### src/rtl/zrb_spi_slave_if.sv
// Bus bundle for zrb_spi_slave: SPI pins plus the host-side TX/RX handshake.
interface zrb_spi_slave_if #(
  parameter int NUM_BITS = 8
);
  logic                sck;
  logic                cs_n;
  logic                mosi;
  logic                miso;
  logic                miso_oe;
  logic [NUM_BITS-1:0] tx_data;
  logic                tx_wr;
  logic                tx_ready;
  logic [NUM_BITS-1:0] rx_data;
  logic                rx_valid;
  logic                rx_rd;
  logic                rx_overrun;
  logic                busy;

  modport slave (
    input  sck, cs_n, mosi, tx_data, tx_wr, rx_rd,
    output miso, miso_oe, tx_ready, rx_data, rx_valid, rx_overrun, busy
  );

  modport master (
    output sck, cs_n, mosi, tx_data, tx_wr, rx_rd,
    input  miso, miso_oe, tx_ready, rx_data, rx_valid, rx_overrun, busy
  );
endinterface

### src/rtl/zrb_spi_slave.sv
// SPI mode-0 target with oversampled bus inputs, one-entry TX holding and RX registers.
// Optional ZRB_SPI_SLAVE_ECHO_EN: an empty TX slot sends the last received byte instead of FILL.
module zrb_spi_slave #(
  parameter int                  NUM_BITS    = 8,
  parameter int                  SYNC_STAGES = 2,
  parameter logic [NUM_BITS-1:0] FILL        = {NUM_BITS{1'b1}}
) (
  input logic              clk,
  input logic              reset,
  zrb_spi_slave_if.slave   bus
);
  localparam int             CW       = $clog2(NUM_BITS + 1);
  localparam logic [CW-1:0]  CNT_FULL = CW'(NUM_BITS);

  typedef enum logic [1:0] {IDLE, LOAD, SHIFT} state_t;
  state_t state, state_nxt;

  logic [SYNC_STAGES-1:0] sck_sync, cs_sync, mosi_sync;
  logic                   sck_d, cs_d;
  logic                   sck_s, cs_s, mosi_s;
  logic                   sck_rise, sck_fall, cs_rise, cs_fall;

  logic [NUM_BITS-1:0] tx_sh, rx_sh, hold_q, rx_data_q, load_val;
  logic                hold_full, rx_valid_q, rx_overrun_q, miso_q;
  logic [CW-1:0]       cnt;
  logic                frame_done;

  always_ff @(posedge clk or posedge reset) begin
    if (reset) begin
      sck_sync  <= '0;
      cs_sync   <= '1;
      mosi_sync <= '0;
      sck_d     <= 1'b0;
      cs_d      <= 1'b1;
    end else begin
      sck_sync  <= {sck_sync[SYNC_STAGES-2:0], bus.sck};
      cs_sync   <= {cs_sync[SYNC_STAGES-2:0], bus.cs_n};
      mosi_sync <= {mosi_sync[SYNC_STAGES-2:0], bus.mosi};
      sck_d     <= sck_s;
      cs_d      <= cs_s;
    end
  end

  assign sck_s    = sck_sync[SYNC_STAGES-1];
  assign cs_s     = cs_sync[SYNC_STAGES-1];
  assign mosi_s   = mosi_sync[SYNC_STAGES-1];
  assign sck_rise = sck_s & ~sck_d;
  assign sck_fall = ~sck_s & sck_d;
  assign cs_rise  = cs_s & ~cs_d;
  assign cs_fall  = ~cs_s & cs_d;

  // Completion is seen the cycle after the last rising edge drains the counter.
  assign frame_done = (state == SHIFT) && (cnt == '0);

  always_ff @(posedge clk or posedge reset) begin
    if (reset) state <= IDLE;
    else       state <= state_nxt;
  end

  always_comb begin
    state_nxt = state;
    unique case (state)
      IDLE:    if (cs_fall) state_nxt = LOAD;
      LOAD:    state_nxt = SHIFT;
      SHIFT:   if (frame_done) state_nxt = cs_s ? IDLE : LOAD;
      default: state_nxt = IDLE;
    endcase
    if (cs_rise) state_nxt = IDLE;
  end

`ifdef ZRB_SPI_SLAVE_ECHO_EN
  logic [NUM_BITS-1:0] echo_q;

  always_ff @(posedge clk or posedge reset) begin
    if (reset)           echo_q <= FILL;
    else if (frame_done) echo_q <= rx_sh;
  end

  assign load_val = hold_full ? hold_q : echo_q;
`else
  assign load_val = hold_full ? hold_q : FILL;
`endif

  always_ff @(posedge clk or posedge reset) begin
    if (reset) begin
      tx_sh        <= '0;
      rx_sh        <= '0;
      cnt          <= '0;
      miso_q       <= 1'b1;
      hold_q       <= '0;
      hold_full    <= 1'b0;
      rx_data_q    <= '0;
      rx_valid_q   <= 1'b0;
      rx_overrun_q <= 1'b0;
    end else begin
      rx_overrun_q <= 1'b0;

      if (state == LOAD) begin
        tx_sh  <= load_val;
        miso_q <= load_val[NUM_BITS-1];
        cnt    <= CNT_FULL;
      end else if (state == SHIFT) begin
        if (sck_rise && cnt != '0) begin
          rx_sh <= {rx_sh[NUM_BITS-2:0], mosi_s};
          cnt   <= cnt - CW'(1);
        end
        // A full counter means no rise yet this frame, so a fall here is the
        // trailing edge of the previous frame and must not shift.
        if (sck_fall && cnt != CNT_FULL) begin
          tx_sh  <= tx_sh << 1;
          miso_q <= tx_sh[NUM_BITS-2];
        end
      end

      if (state == LOAD && hold_full) begin
        hold_full <= 1'b0;
      end else if (bus.tx_wr && !hold_full) begin
        hold_q    <= bus.tx_data;
        hold_full <= 1'b1;
      end

      if (bus.rx_rd && rx_valid_q) rx_valid_q <= 1'b0;
      if (frame_done) begin
        if (!rx_valid_q || bus.rx_rd) begin
          rx_data_q  <= rx_sh;
          rx_valid_q <= 1'b1;
        end else begin
          rx_overrun_q <= 1'b1;
        end
      end
    end
  end

  assign bus.miso       = miso_q;
  assign bus.miso_oe    = ~cs_s;
  assign bus.tx_ready   = ~hold_full;
  assign bus.rx_data    = rx_data_q;
  assign bus.rx_valid   = rx_valid_q;
  assign bus.rx_overrun = rx_overrun_q;
  assign bus.busy       = (state != IDLE);
endmodule

### src/flat_wrapper.sv
// flat-port wrapper written by rule: the top's interface ports become plain ports
module zrb_spi_slave_flat 
#(
  parameter int                  NUM_BITS    = 8,
  parameter int                  SYNC_STAGES = 2,
  parameter logic [NUM_BITS-1:0] FILL        = {NUM_BITS{1'b1}}
)
  (clk, reset, bus_sck, bus_cs_n, bus_mosi, bus_tx_data, bus_tx_wr, bus_rx_rd, bus_miso, bus_miso_oe, bus_tx_ready, bus_rx_data, bus_rx_valid, bus_rx_overrun, bus_busy);
  zrb_spi_slave_if #(.NUM_BITS(NUM_BITS)) bus_i ();
  input logic clk;
  input logic reset;
  input wire logic [$bits(bus_i.sck)-1:0] bus_sck;
  input wire logic [$bits(bus_i.cs_n)-1:0] bus_cs_n;
  input wire logic [$bits(bus_i.mosi)-1:0] bus_mosi;
  input wire logic [$bits(bus_i.tx_data)-1:0] bus_tx_data;
  input wire logic [$bits(bus_i.tx_wr)-1:0] bus_tx_wr;
  input wire logic [$bits(bus_i.rx_rd)-1:0] bus_rx_rd;
  output wire logic [$bits(bus_i.miso)-1:0] bus_miso;
  output wire logic [$bits(bus_i.miso_oe)-1:0] bus_miso_oe;
  output wire logic [$bits(bus_i.tx_ready)-1:0] bus_tx_ready;
  output wire logic [$bits(bus_i.rx_data)-1:0] bus_rx_data;
  output wire logic [$bits(bus_i.rx_valid)-1:0] bus_rx_valid;
  output wire logic [$bits(bus_i.rx_overrun)-1:0] bus_rx_overrun;
  output wire logic [$bits(bus_i.busy)-1:0] bus_busy;
  assign bus_i.sck = bus_sck;
  assign bus_i.cs_n = bus_cs_n;
  assign bus_i.mosi = bus_mosi;
  assign bus_i.tx_data = bus_tx_data;
  assign bus_i.tx_wr = bus_tx_wr;
  assign bus_i.rx_rd = bus_rx_rd;
  assign bus_miso = bus_i.miso;
  assign bus_miso_oe = bus_i.miso_oe;
  assign bus_tx_ready = bus_i.tx_ready;
  assign bus_rx_data = bus_i.rx_data;
  assign bus_rx_valid = bus_i.rx_valid;
  assign bus_rx_overrun = bus_i.rx_overrun;
  assign bus_busy = bus_i.busy;
  zrb_spi_slave #(.NUM_BITS(NUM_BITS), .SYNC_STAGES(SYNC_STAGES), .FILL(FILL)) u_core (.clk(clk), .reset(reset), .bus(bus_i));
endmodule
### config.mk
export PLATFORM = sky130hd
export DESIGN_NAME = zrb_spi_slave_flat
export DESIGN_NICKNAME = d
export VERILOG_FILES = /design/src/rtl/zrb_spi_slave_if.sv /design/src/rtl/zrb_spi_slave.sv /design/src/flat_wrapper.sv
export SDC_FILE = /design/constraint.sdc
export NUM_CORES = 1
export LEC_CHECK = 0
export ABC_AREA = 1
export CAP_MARGIN = 30
export CORE_MARGIN = 5
export CORE_UTILIZATION = 48
export DETAILED_ROUTE_END_ITERATION = 7
export GPL_ROUTABILITY_DRIVEN = 0
export PLACE_DENSITY = 0.74
export SLEW_MARGIN = 0
export SYNTH_ARGS = -nofsm -noshare
export SYNTH_HDL_FRONTEND = slang
export SYNTH_SLANG_ARGS = --single-unit
### constraint.sdc
create_clock -name clk -period 1.8 [get_ports clk]
set_input_delay 0.54 -clock clk [delete_from_list [all_inputs] [get_ports clk]]
set_output_delay 0.54 -clock clk [all_outputs]
set_load 0.01 [all_outputs]
---- After elaboration in Yosys (flattened, before gate mapping) ----
Index checks and enable logic that the tools add are counted.
cells by class
  add/subtract/negate cells ............... 1
  eq/ne operators ......................... 5
  mux-type cells .......................... 22
  bitwise operators ....................... 11
  reductions and logical operators ........ 23
operators with widths
  kind                                                                    count
  7-bit 2-to-1 mux                                                        3
  4-bit 2-to-1 mux                                                        3
  1-bit 2-to-1 mux                                                        11
  2-bit AND reduction                                                     5
  2-bit nonzero test                                                      5
  8-bit 2-to-1 mux                                                        1
  1-bit inverter                                                          7
  1-bit logical AND                                                       6
  2-bit 2-to-1 mux                                                        3
  3-bit by 1-bit != test with 1-bit output (second input constant)        2
  2-bit one-hot mux with 3 select lines                                   1
  1-bit AND                                                               4
  4-bit zero test                                                         1
  4-bit != test (second input constant)                                   1
  4-bit nonzero test                                                      1
  4-bit by 1-bit subtractor with 4-bit output (second input constant)     1
  3-bit AND reduction                                                     1
  2-bit by 1-bit equality test with 1-bit output (second input constant)  1
  2-bit equality test (second input constant)                             1
  1-bit zero test                                                         2
  2-bit zero test                                                         1
  1-bit logical OR                                                        1
word-level totals
  flip-flop bits (word level) ............. 49
  bits of input ports ..................... 15
  output and inout bits ................... 14
  logic and storage cells ................. 77

---- Depth between registers and ports, before layout ----
  word-level depth ........................ 6
  depth in mapped cells ................... 8
  depth with buffers taken out ............ 8

---- Least setup slack after synthesis ----
OpenSTA, ideal clock, no wires.
  path type ............................... register to register
  from .................................... register u_core.state[1]
  to ...................................... register u_core.rx_sh[0]
  library setup time ...................... 0.118 ns
  arrival ................................. 1.212 ns
  required time ........................... 1.682 ns
  path slack .............................. 0.471 ns
  stages on the path, launching flop included .. 7
  buffers on the path ..................... 0
  period minus slack after synthesis ...... 1.329 ns
  cell sequence ........................... dfrtp_1 -> inv_1 -> ha_1 -> nor2_2 -> nand3_4 -> nand2_1 -> nand2_1
between the ends
  word-level cells in the longest chain between the ends .. 3
  elaborated cells between the ends (all ways) .. 4
  classes of those cells .................. eq/ne (2); bitwise (1); reduce/logical (1)
ends and longest elaborated chain
  item                                            RTL line              source
  start: declaration                              zrb_spi_slave.sv:16   state_t state, state_nxt;
  start signal: assignment                        zrb_spi_slave.sv:57   else state <= state_nxt;
  2-bit by 1-bit equality test with 1-bit output  zrb_spi_slave.sv:98   if (state == LOAD) begin
  1-bit inverter (no line)                        n/a
  3-bit AND reduction (no line) *                 n/a
  end signal: assignment                          zrb_spi_slave.sv:104  rx_sh <= {rx_sh[NUM_BITS-2:0], mosi_s};
  end: declaration                                zrb_spi_slave.sv:23   logic [NUM_BITS-1:0] tx_sh, rx_sh, hold_q, rx_data_q, load_val;
Every way passes the cells marked *; elsewhere a longest branch is shown, timed or not.
A chain may end at the register's enable or synchronous reset.

---- Final worst setup path ----
  from .................................... register u_core.state[1]
  to ...................................... output port bus_busy
between the ends
  word-level cells in the longest chain between the ends .. 1
ends and longest elaborated chain
  item                RTL line              source
  2-bit nonzero test  zrb_spi_slave.sv:140  assign bus.busy = (state != IDLE);
  end: declaration    flat_wrapper.sv:24    output wire logic [$bits(bus_i.busy)-1:0] bus_busy;
Every way passes these cells.

==> flow_summary.ini <==
[sta]
post-route-period-util_pct = 99.7
worst_pin_slew_ns = 0.270
finClkSkew_ns = 0.00517
setup_viol = 0
period_needed_ns = 1.80
hold_viol = 0
fmax_mhz = 557
drv_slew = 0
fin_hold_ws_ns = 0.353
slew_headroom_pct = 81.9

[synth]
yosys.area.top_type = dfrtp_1
syn_nets = 237
ys_types = 24
ys_async_sr_fraction_pct = 100
yosysWarnings = 0
ys.flop_type = dfrtp_1
synth_edf_count = 0
synth_area_leaders = dfrtp_1, nand2_1, nand3_1
synth_top_area_share_pct = 52.9
synth_common_cells = nand2_1, dfrtp_1, nand3_1, inv_1, mux2_2
ys_seq_area_share_pct = 57.8
synth_most_common_cell = nand2_1
avgSynthCellArea_um2 = 9.81
syn_inst = 217
syn_area_um2 = 2130
ys_ff_latch = 49

[power]
power.leakage_uw = 0.00137
vdd_drop_max_mv = 0.739
power_density_nw_per_um2 = 1430

[clock_tree]
cts.path.max_buffers = 2
h-tree-depth = 2
cts_tree = yes
cts_num_sinks = 49
cts_root_buf = clkbuf_8
insertion_delay_ns = 0.30
postCtsHoldBufs = 0
clkTransAtPathRegs_ns = 0.08
cts_inserted_buffers = 5

[global_routing]
grt_pass1_vias = 1491
grt_pass1_wl_um = 6520
grt.overflow.total = 0
antenna_found_initial = 0
grt_max_degree = 50
grtUsageTotal_pct = 13.3

[setup_path]
start_kind = flip-flop
path_cells = inv_2 > ha_4 > inv_1 > clkdlybuf4s15_1
worst-path-buf-inv = 3
cp_max_fo = 3
cp.required_ns = 1.26
crit_arrival_ns = 1.26
slowest_delay_ns = 0.38
path_depth = 4
path_delay_family = buffers and inverters
r2r_cells = 8
crit_path_end_kind = output pin
path_class = flip-flop to output pin
slowest_stage = dfrtp_1

[floorplan]
chipHeight_um = 76.6
chipWidth_um = 76.6
core_area_um2 = 4320
initial_core_util_pct = 49.2
boundaryPins = 29
std_cell_rows = 24
fp.dieArea_um2 = 5870

[routing]
vias = 1568
ant_nets = 0
wl_per_cell_um = 12.0
initialDrtViolationCount = 77
vias_per_cell = 4.99
drt_first_pass_iters = 4
drc = 0
routed_wl_um = 3760

[worst_hold_path]
hp-class = flip-flop to flip-flop
worstHoldPathCells = 0

[layout]
post-route-util_pct = 61.9
layout.nets = 282
num-fill-cells = 378
diodes = 0
syn_to_final_growth_pct = 25.8
drive_above_1_share_pct = 17.9

[status]
status = complete, no violations

[placed_design]
portBuffers = 28
dp_hpwl_um = 2650

[run]
maxCapViolCount = 0
[kinds of logic (layout without fill, tap and decap cells)]
kind of cell / Yosys count / after routing / share of synthesized area, %
adder cells (fa/ha/maj): 5 / 5 / 2.94
AND/OR/NAND/NOR: 123 / 123 / 27.0
XOR/XNOR: 1 / 1 / 0.412
flip-flops: 49 / 49 / 57.8
multiplexers: 8 / 8 / 4.23
buffers and inverters: 21 / 66 / 3.82
AO/OA/AOI/OAI: 10 / 10 / 3.70
[layer usage]
metal	vias up	GRT usage [%]	wire length, µm
li1	805	-	-
met1	728	15.7	1640
met2	29	23.2	1870
met3	6	3.66	188
met4	0	4.72	63
met5	-	0	0
[area by class of cell]
type	count	area, µm²	share of cell area, %
inverters	18	67.6	2.52
repair buffers	41	399	14.9
well taps	52	65.1	2.43
flip-flops and latches	49	1230	46.0
multi-input cells	147	828	30.9
clock buffers	7	86.3	3.22
[report_power, final]
group / switching [µW] / total [µW] / internal [µW] / leakage (µW)
Clock: 335 / 640 / 305 / 0.0000443
Combinational: 835 / 1580 / 748 / 0.000702
Sequential: 185 / 1600 / 1420 / 0.000619
Total: 1350 / 3820 / 2470 / 0.00137
[registers in the layout, summed over array words and instances, names as in the netlist]
| register | cells |
|---|---|
| u_core.cs_sync | 2 |
| u_core.bus.rx_data | 8 |
| u_core.sck_sync | 2 |
| u_core.bus.rx_valid | 1 |
| u_core.tx_sh | 7 |
| u_core.bus.miso | 1 |
| u_core.cnt | 4 |
| u_core.hold_q | 8 |
| u_core.bus.rx_overrun | 1 |
| u_core.state | 2 |
| u_core.hold_full | 1 |
| u_core.sck_d | 1 |
| u_core.mosi_sync | 2 |
| u_core.rx_sh | 8 |
| u_core.cs_d | 1 |
[final timing paths]
| kind | from | end | slack [ns] |
|---|---|---|---|
| min | u_core.mosi_sync[0] | u_core.mosi_sync[1] | 0.35 |
| max in group asynchronous | reset | u_core.cs_sync[0] | 0.94 |
| max | u_core.state[1] | bus_busy | 0.005 |
| min reg2reg | u_core.mosi_sync[0] | u_core.mosi_sync[1] | 0.35 |
| min in group asynchronous | reset | u_core.rx_sh[4] | 0.59 |
| max reg2reg | u_core.state[1] | u_core.tx_sh[5] | 0.12 |
[stage by stage]
step | power [µW] | setup TNS [ns] | setup slack [ns] | std cells | area [µm²]
after floorplan | 2660 | 0 | 0.0938 | 217 | 2130
after global placement | 3110 | 0 | 0.0708 | 304 | 2560
after detailed placement | 3170 | 0 | 0.0390 | 304 | 2560
after CTS | 3810 | -0.0517 | -0.0517 | 311 | 2640
after global routing | 4150 | -0.0451 | -0.0451 | 314 | 2680
final | 3820 | 0 | 0.00469 | 314 | 2680
[placed cells by master, fill, tap and decap left out]
cell type        netlist  final
clkinv_1               1      1
nand3_2                1      1
o21bai_1               1      1
dfstp_2                4      4
clkbuf_8               0      6
buf_12                 0      2
clkdlybuf4s50_1        0     24
clkbuf_1               0      1
mux2_2                 8      8
clkdlybuf4s15_1        0      1
nand2_2                3      3
o22a_1                 7      7
ha_4                   0      1
nand2_4                2      2
ha_1                   5      4
dlygate4sd2_1          0      3
dfrtp_1               45     45
o21ai_0                1      1
inv_2                  2      5
nand3_1               34     34
nand3_4                1      1
a21oi_1                1      1
nor2_2                 2      2
buf_4                  0     11
nor2_8                 1      1
inv_1                 15     12
nand4_1                3      3
nor2_1                 5      5
xor2_1                 1      1
nand2_1               71     71
[worst reg2reg max path, delay by kind of cell (launching register included)]
| kind | cells | cell delay (ns) |
|---|---|---|
| AO/OA/AOI/OAI | 1 | 0.22 |
| adder cells (fa/ha/maj) | 1 | 0.24 |
| buffers and inverters | 3 | 0.40 |
| AND/OR/NAND/NOR | 3 | 0.29 |
| flip-flops | 1 | 0.41 |
[timing repair]
item                                    CTS  global route
buffers inserted                          0             3
endpoints found under the setup margin    4             1
gates resized for setup                   6             3
(Power assumes the default switching activity.)
